### config.mk
export PLATFORM = sky130hd
export DESIGN_NAME = axi_rd_arbiter
export DESIGN_NICKNAME = d
export VERILOG_FILES = /design/src/rtl/axi_rd_arbiter_pkg.sv /design/src/rtl/axi_rd_arb_pick.sv /design/src/rtl/axi_rd_arbiter.sv
export SDC_FILE = /design/constraint.sdc
export NUM_CORES = 1
export LEC_CHECK = 0
export ABC_CLOCK_PERIOD_IN_PS = 1760
export CAP_MARGIN = 10
export CORE_AREA = 2 2 169 171
export DETAILED_ROUTE_END_ITERATION = 6
export DIE_AREA = 0 0 171 173
export GPL_TIMING_DRIVEN = 0
export PLACE_DENSITY = 0.38
export SKIP_CTS_REPAIR_TIMING = 1
export SKIP_LAST_GASP = 1
export SLEW_MARGIN = 20
export SYNTH_ARGS = -nofsm -noshare
export SYNTH_HDL_FRONTEND = slang
export SYNTH_SLANG_ARGS = --single-unit
### constraint.sdc
create_clock -name clk -period 1.76 [get_ports clk]
set_input_delay 0.352 -clock clk [delete_from_list [all_inputs] [get_ports clk]]
set_output_delay 0.352 -clock clk [all_outputs]
set_load 0.01 [all_outputs]
### src/rtl/axi_rd_arbiter_pkg.sv
// Shared AXI read-channel definitions for the two-master read arbiter:
// width constants, response encodings, owner and FSM state types.
package axi_rd_arbiter_pkg;

    localparam int AXI_ADDR_W = 64;
    localparam int AXI_DATA_W = 64;
    localparam int AXI_LEN_W  = 8;
    localparam int AXI_RESP_W = 2;

    // Streak counter is four bits, so the MEM streak limit tops out at 15.
    localparam int STREAK_W = 4;

    localparam logic [AXI_RESP_W-1:0] RESP_OKAY   = 2'b00;
    localparam logic [AXI_RESP_W-1:0] RESP_EXOKAY = 2'b01;
    localparam logic [AXI_RESP_W-1:0] RESP_SLVERR = 2'b10;
    localparam logic [AXI_RESP_W-1:0] RESP_DECERR = 2'b11;

    typedef enum logic {
        OWN_IF  = 1'b0,
        OWN_MEM = 1'b1
    } owner_t;

    typedef enum logic [1:0] {
        IDLE = 2'd0,
        ADDR = 2'd1,
        DATA = 2'd2
    } state_t;

endpackage

### src/rtl/axi_rd_arb_pick.sv
// Combinational grant chooser: MEM wins ties unless it has used up its
// streak while IF is waiting, in which case IF is served.
module axi_rd_arb_pick
    import axi_rd_arbiter_pkg::*;
(
    input  logic   if_valid,
    input  logic   mem_valid,
    input  logic   streak_at_limit,
    output logic   grant,
    output owner_t winner
);

    // Pick the winner among the currently valid requesters.
    always_comb begin
        grant  = if_valid | mem_valid;
        winner = OWN_MEM;
        if (if_valid && (!mem_valid || streak_at_limit)) begin
            winner = OWN_IF;
        end
    end

endmodule

### src/rtl/axi_rd_arbiter.sv
// Two-master AXI4 read-channel arbiter sharing one AR/R port between the
// instruction-fetch (IF) and load/store (MEM) requesters. The grant is
// registered in IDLE and held for the whole transaction, including every
// beat of a burst, until the beat carrying r_last is accepted.
module axi_rd_arbiter
    import axi_rd_arbiter_pkg::*;
#(
    parameter int ADDR_W     = AXI_ADDR_W,
    parameter int DATA_W     = AXI_DATA_W,
    parameter int LEN_W      = AXI_LEN_W,
    parameter int RESP_W     = AXI_RESP_W,
    parameter int MEM_STREAK = 4
) (
    input  logic              clk,
    input  logic              rst_n,

    input  logic              if_ar_valid,
    input  logic [ADDR_W-1:0] if_ar_addr,
    input  logic [LEN_W-1:0]  if_ar_len,
    input  logic [1:0]        if_ar_size,
    output logic              if_ar_ready,
    output logic              if_r_valid,
    output logic [DATA_W-1:0] if_r_data,
    output logic [RESP_W-1:0] if_r_resp,
    output logic              if_r_last,
    input  logic              if_r_ready,

    input  logic              mem_ar_valid,
    input  logic [ADDR_W-1:0] mem_ar_addr,
    input  logic [LEN_W-1:0]  mem_ar_len,
    input  logic [1:0]        mem_ar_size,
    output logic              mem_ar_ready,
    output logic              mem_r_valid,
    output logic [DATA_W-1:0] mem_r_data,
    output logic [RESP_W-1:0] mem_r_resp,
    output logic              mem_r_last,
    input  logic              mem_r_ready,

    output logic              ar_valid,
    output logic [ADDR_W-1:0] ar_addr,
    output logic [LEN_W-1:0]  ar_len,
    output logic [1:0]        ar_size,
    input  logic              ar_ready,
    input  logic              r_valid,
    input  logic [DATA_W-1:0] r_data,
    input  logic [RESP_W-1:0] r_resp,
    input  logic              r_last,
    output logic              r_ready,

    output logic              busy
);

    localparam logic [STREAK_W-1:0] STREAK_MAX = STREAK_W'(MEM_STREAK);

    state_t              state;
    owner_t              owner;
    logic [STREAK_W-1:0] streak;

    logic   pick_grant;
    owner_t pick_owner;
    logic   streak_at_limit;
    logic   in_addr;
    logic   in_data;
    logic   own_if;
    logic   ar_hs;
    logic   r_hs;
    logic   r_done;

    assign streak_at_limit = (streak == STREAK_MAX);
    assign in_addr         = (state == ADDR);
    assign in_data         = (state == DATA);
    assign own_if          = (owner == OWN_IF);
    assign ar_hs           = ar_valid & ar_ready;
    assign r_hs            = in_data & r_valid & r_ready;
    assign r_done          = r_hs & r_last;
    assign busy            = (state != IDLE);

    axi_rd_arb_pick u_pick (
        .if_valid        (if_ar_valid),
        .mem_valid       (mem_ar_valid),
        .streak_at_limit (streak_at_limit),
        .grant           (pick_grant),
        .winner          (pick_owner)
    );

    // Address channel: only the registered owner reaches the bridge, and only in ADDR.
    always_comb begin
        ar_valid     = 1'b0;
        ar_addr      = '0;
        ar_len       = '0;
        ar_size      = '0;
        if_ar_ready  = 1'b0;
        mem_ar_ready = 1'b0;
        if (in_addr) begin
            if (own_if) begin
                ar_valid    = if_ar_valid;
                ar_addr     = if_ar_addr;
                ar_len      = if_ar_len;
                ar_size     = if_ar_size;
                if_ar_ready = ar_ready;
            end else begin
                ar_valid     = mem_ar_valid;
                ar_addr      = mem_ar_addr;
                ar_len       = mem_ar_len;
                ar_size      = mem_ar_size;
                mem_ar_ready = ar_ready;
            end
        end
    end

    // Read data channel: beats go to the owner only; the other side sees zeros.
    always_comb begin
        r_ready     = 1'b0;
        if_r_valid  = 1'b0;
        if_r_data   = '0;
        if_r_resp   = '0;
        if_r_last   = 1'b0;
        mem_r_valid = 1'b0;
        mem_r_data  = '0;
        mem_r_resp  = '0;
        mem_r_last  = 1'b0;
        if (in_data) begin
            if (own_if) begin
                r_ready    = if_r_ready;
                if_r_valid = r_valid;
                if_r_data  = r_data;
                if_r_resp  = r_resp;
                if_r_last  = r_last;
            end else begin
                r_ready     = mem_r_ready;
                mem_r_valid = r_valid;
                mem_r_data  = r_data;
                mem_r_resp  = r_resp;
                mem_r_last  = r_last;
            end
        end
    end

    // Arbitration FSM with owner and MEM-streak tracking.
    always_ff @(posedge clk or negedge rst_n) begin
        if (!rst_n) begin
            state  <= IDLE;
            owner  <= OWN_MEM;
            streak <= '0;
        end else begin
            case (state)
                IDLE: begin
                    if (pick_grant) begin
                        owner <= pick_owner;
                        state <= ADDR;
                        // Only MEM grants that made IF wait extend the streak.
                        if (pick_owner == OWN_MEM && if_ar_valid) begin
                            if (!streak_at_limit) begin
                                streak <= streak + STREAK_W'(1);
                            end
                        end else begin
                            streak <= '0;
                        end
                    end
                end
                ADDR: begin
                    if (ar_hs) begin
                        state <= DATA;
                    end
                end
                DATA: begin
                    if (r_done) begin
                        state <= IDLE;
                    end
                end
                default: state <= IDLE;
            endcase
        end
    end

    // Beat tracking used only to cross-check r_last against the granted length.
    logic [LEN_W-1:0] beat_cnt;
    logic [LEN_W-1:0] exp_len;

    // Capture the burst length at the address handshake and count accepted beats.
    always_ff @(posedge clk or negedge rst_n) begin
        if (!rst_n) begin
            beat_cnt <= '0;
            exp_len  <= '0;
        end else if (ar_hs) begin
            beat_cnt <= '0;
            exp_len  <= ar_len;
        end else if (r_hs) begin
            beat_cnt <= beat_cnt + LEN_W'(1);
        end
    end

    a_last_on_final_beat: assert property (@(posedge clk) disable iff (!rst_n)
        r_done |-> (beat_cnt == exp_len));

    a_owner_holds_ar_valid: assert property (@(posedge clk) disable iff (!rst_n)
        in_addr |-> ar_valid);

endmodule

==> impl_results.rst <==
.. list-table::
   :header-rows: 1

   * - Metric
     - Value
   * - Highest-delay cell along the critical path
     - sky130_fd_sc_hd__dfstp_2
   * - Die boundary height
     - 173 um
   * - End-of-flow core utilization
     - 29.6%
   * - Largest fanout on the critical path
     - 6
   * - P per Cell Area
     - 952 mW/mm^2
   * - First-pass iteration count of the detailed router
     - 4
   * - Gate count after technology mapping
     - 366
   * - Number of buffers created by CTS
     - 3
   * - Post-Layout Cell Count
     - 1218
   * - Data arrival time of the critical path
     - 1.73 ns
   * - Max clock buf depth
     - 2
   * - Global placer's final weighted congestion
     - 0.779
   * - Level count of the clock H-tree
     - 1
   * - Start point of the critical path
     - owner
   * - Fraction of layout cells with a size suffix above 1
     - 28.0%
   * - Critical Path Max Stage Delay
     - 0.53 ns
   * - Max VDD drop
     - 0.295 mV
   * - Slack of the critical path
     - -0.320 ns
   * - Run status
     - complete, but fails checks
   * - Starting utilization of the core area
     - 9.04%
   * - Violated checks
     - setup timing
   * - Synthesized area per cell
     - 6.82 sq um
   * - Diodes inserted
     - 0
   * - Area taken by flip-flops and latches
     - 179 sq um
   * - Overall die area
     - 0.0296 sq mm
   * - Startpoint of the worst-slack reg-to-reg timing path
     - owner
   * - Via count of the first global-routing pass
     - 4249
   * - Antenna violations before repair
     - 0
   * - CTS Sinks
     - 7
   * - Global-route wire length before repair
     - 27200 um
   * - Endpoint of the worst-slack reg-to-reg timing path
     - state[0]
   * - Reg2Reg Depth
     - 5
   * - CTS tree
     - done
   * - Routed len/inst
     - 16.9 um
   * - Leakage
     - 5.25 nW
   * - Post-synthesis to final-layout area growth
     - 228%
   * - Max-cap violations
     - 0
   * - Layout Nets
     - 1066
   * - HP Class
     - in2async
   * - Number of instances in the placed design
     - 1181
   * - Destination of the critical timing path
     - mem_r_data[50]
   * - Critical path, cell by cell
     - buf_12, inv_6, nor2_4, buf_12, buf_8, buf_6, buf_6, and2_4, buf_6
   * - Violation count after the first detailed-route iteration
     - 110
   * - Filler cell count
     - 3027
   * - Yosys cell types
     - 27
   * - Sum of net half-perimeters after detailed placement
     - 17400 um
   * - Post-CTS clock slew at the launch and capture registers of the worst setup and hold paths
     - 0.04 ns
   * - Site row count
     - 61
   * - Number of vias per cell after detailed routing
     - 3.48
   * - Die width
     - 171 um
   * - Setup repair after global routing missed its margin
     - yes
   * - Flop2flop setup slack
     - 0.39 ns
   * - Final critical delay including setup and external delays
     - 2.08 ns
   * - Synth warn
     - 0
   * - Transition time at the pin with the least slew margin
     - 0.357 ns
   * - Leftover overflow at the end of global routing
     - 0
   * - DRC errors left
     - 0
   * - Pin count of the biggest net entering global routing
     - 11
   * - Skew-Pair Late Insertion Delay
     - 0.23 ns
   * - Number of antenna-violating nets in the routed design
     - 0
   * - Area post-placement
     - 0.00734 sq mm
   * - Sequential element share of the synthesized area
     - 7.06%
   * - Worst slack after detailed placement
     - -0.830 ns
   * - Area of all placed cells without fillers
     - 0.00818 sq mm
   * - Fin crit share
     - 118%
   * - Drt total wl
     - 20600 um
   * - Type of element capturing the critical path
     - output pin
   * - Core box area
     - 0.0276 sq mm
   * - IO buf count
     - 437
   * - Category of the worst setup path launch point
     - flip-flop
   * - Number of endpoints failing setup at the final stage
     - 214
   * - GRT Resource Usage Total
     - 12.2%
   * - Final-report max-slew violation count
     - 0
   * - I/O pins
     - 438
   * - Number of vias in the routed layout
     - 4239
   * - Post-synthesis instance area
     - 0.00250 sq mm
   * - Final Hold Violating Endpoints
     - 0
   * - Max frequency
     - 481 MHz
   * - Most prevalent standard cell on the critical path
     - sky130_fd_sc_hd__buf_6
   * - WS Path Type
     - reg2out
   * - Root buffer selected by CTS
     - sky130_fd_sc_hd__clkbuf_16
   * - Multi-input gate area
     - 0.00230 sq mm
   * - Max-slew headroom at the worst pin
     - 76.1%
   * - Critical path required time
     - 1.41 ns
   * - Number of register bits inferred by synthesis
     - 7
   * - Post-synth net total
     - 591
   * - Largest clock skew in the final design
     - 0.000834 ns
## cell usage in the layout, fill, tap and decap left out, drive strengths merged
cell type and instances:
dlymetal6s2s 108, o21ai 1, dfstp 1, o22ai 2, nand3b 2, ha 2
a31oi 1, mux2i 77, dfrtp 6, clkbuf 48, nand3 3, and2 136
nor2 82, nand2b 4, inv 4, nand2 4, clkdlybuf4s50 222, nor2b 1
nor3 4, o2bb2ai 3, a21oi 1, a32o 1, buf 127
## cell type report
| cell class | instances | share of cell area (%) |
|---|---|---|
| buffer | 30 | 4.76 |
| clock buffer | 4 | 0.963 |
| inverter | 4 | 0.245 |
| multi-input combinational | 324 | 28.1 |
| sequential | 7 | 2.19 |
| tap | 378 | 5.78 |
| timing repair buffer | 471 | 58.0 |
## worst min-delay path by stage
stage | startpoint | to | slack, ns | depth (start not counted)
floorplan | rst_n | state[0] | 0.06 | 0
global placement | streak[1] | streak[1] | 0.54 | 1
detailed placement | streak[1] | streak[1] | 0.54 | 1
CTS | rst_n | streak[2] | 0.42 | 1
global route | rst_n | streak[0] | 0.42 | 1
finish | rst_n | streak[2] | 0.40 | 1
## worst max-delay path, delay by kind of cell (launching register included)
family                 cells  cell delay, ns
DFF                        1            0.53
and+or+nand+nor            2            0.24
buffers and inverters      7            0.72
## per-stage QoR
stage | hold slack (ns) | setup TNS (ns) | power, W
6_report | 0.396 | -46.45 | 0.00779
5_1_grt | 0.421 | -60.53 | 0.00836
4_1_cts | 0.415 | -181.29 | 0.00727
3_5_place_dp | 0.542 | -127.68 | 0.00685
3_3_place_gp | 0.537 | -126.85 | 0.00692
2_1_floorplan | 0.0564 | 0 | 0.00319
## cell families (layout without fill, tap and decap cells)
kind of cell / Yosys count / in the layout / share of synthesized area [%]
simple gates: 236 / 236 / 51.0
mux: 77 / 77 / 30.9
buf+inv: 35 / 509 / 7.52
compound gates: 9 / 9 / 2.61
flops: 7 / 7 / 7.06
fa+ha+maj: 2 / 2 / 1.00
## sequential cells by signal, indices dropped and copies added, names as in the netlist
signal / count
owner: 1
state: 2
streak: 4
## Yosys cell counts
library cell,number,share of area (%)
sky130_fd_sc_hd__o21ai_1,1,0.20
sky130_fd_sc_hd__a31oi_1,1,0.25
sky130_fd_sc_hd__buf_6,2,0.90
sky130_fd_sc_hd__o22ai_1,2,0.50
sky130_fd_sc_hd__nor2_1,80,12
sky130_fd_sc_hd__nand2_1,4,0.60
sky130_fd_sc_hd__nor2_4,1,0.45
sky130_fd_sc_hd__nor2b_1,1,0.25
sky130_fd_sc_hd__inv_1,3,0.45
sky130_fd_sc_hd__dfrtp_1,6,6.0
sky130_fd_sc_hd__nand3_1,3,0.60
sky130_fd_sc_hd__buf_2,12,2.4
sky130_fd_sc_hd__mux2i_1,77,31
sky130_fd_sc_hd__nor2_2,1,0.25
sky130_fd_sc_hd__ha_1,2,1.0
sky130_fd_sc_hd__dfstp_2,1,1.1
sky130_fd_sc_hd__nor3_1,4,0.80
sky130_fd_sc_hd__a32o_1,1,0.40
sky130_fd_sc_hd__nand3b_1,2,0.60
sky130_fd_sc_hd__nand2b_1,3,0.75
sky130_fd_sc_hd__clkbuf_1,10,1.5
sky130_fd_sc_hd__inv_2,1,0.15
sky130_fd_sc_hd__and2_1,136,34
sky130_fd_sc_hd__o2bb2ai_1,3,1.1
sky130_fd_sc_hd__buf_4,7,2.1
sky130_fd_sc_hd__a21oi_1,1,0.20
sky130_fd_sc_hd__nand2b_4,1,0.55
## where the power goes
| part | internal, W | leakage [nW] | switching [W] |
|---|---|---|---|
| clock | 0.000301 | 0.0382 | 0.0000868 |
| sequential | 0.000231 | 0.0871 | 0.0000727 |
| combinational | 0.00393 | 5.12 | 0.00317 |
| total | 0.00446 | 5.25 | 0.00333 |
## routing by layer
layer  part of all wire [%]  track usage [%]
met4                   0.67             1.09
met3                    9.4             3.39
met5                      0                0
met2                     54             24.5
met1                     36             12.9
No activity file was read; power rests on OpenSTA's default activity.
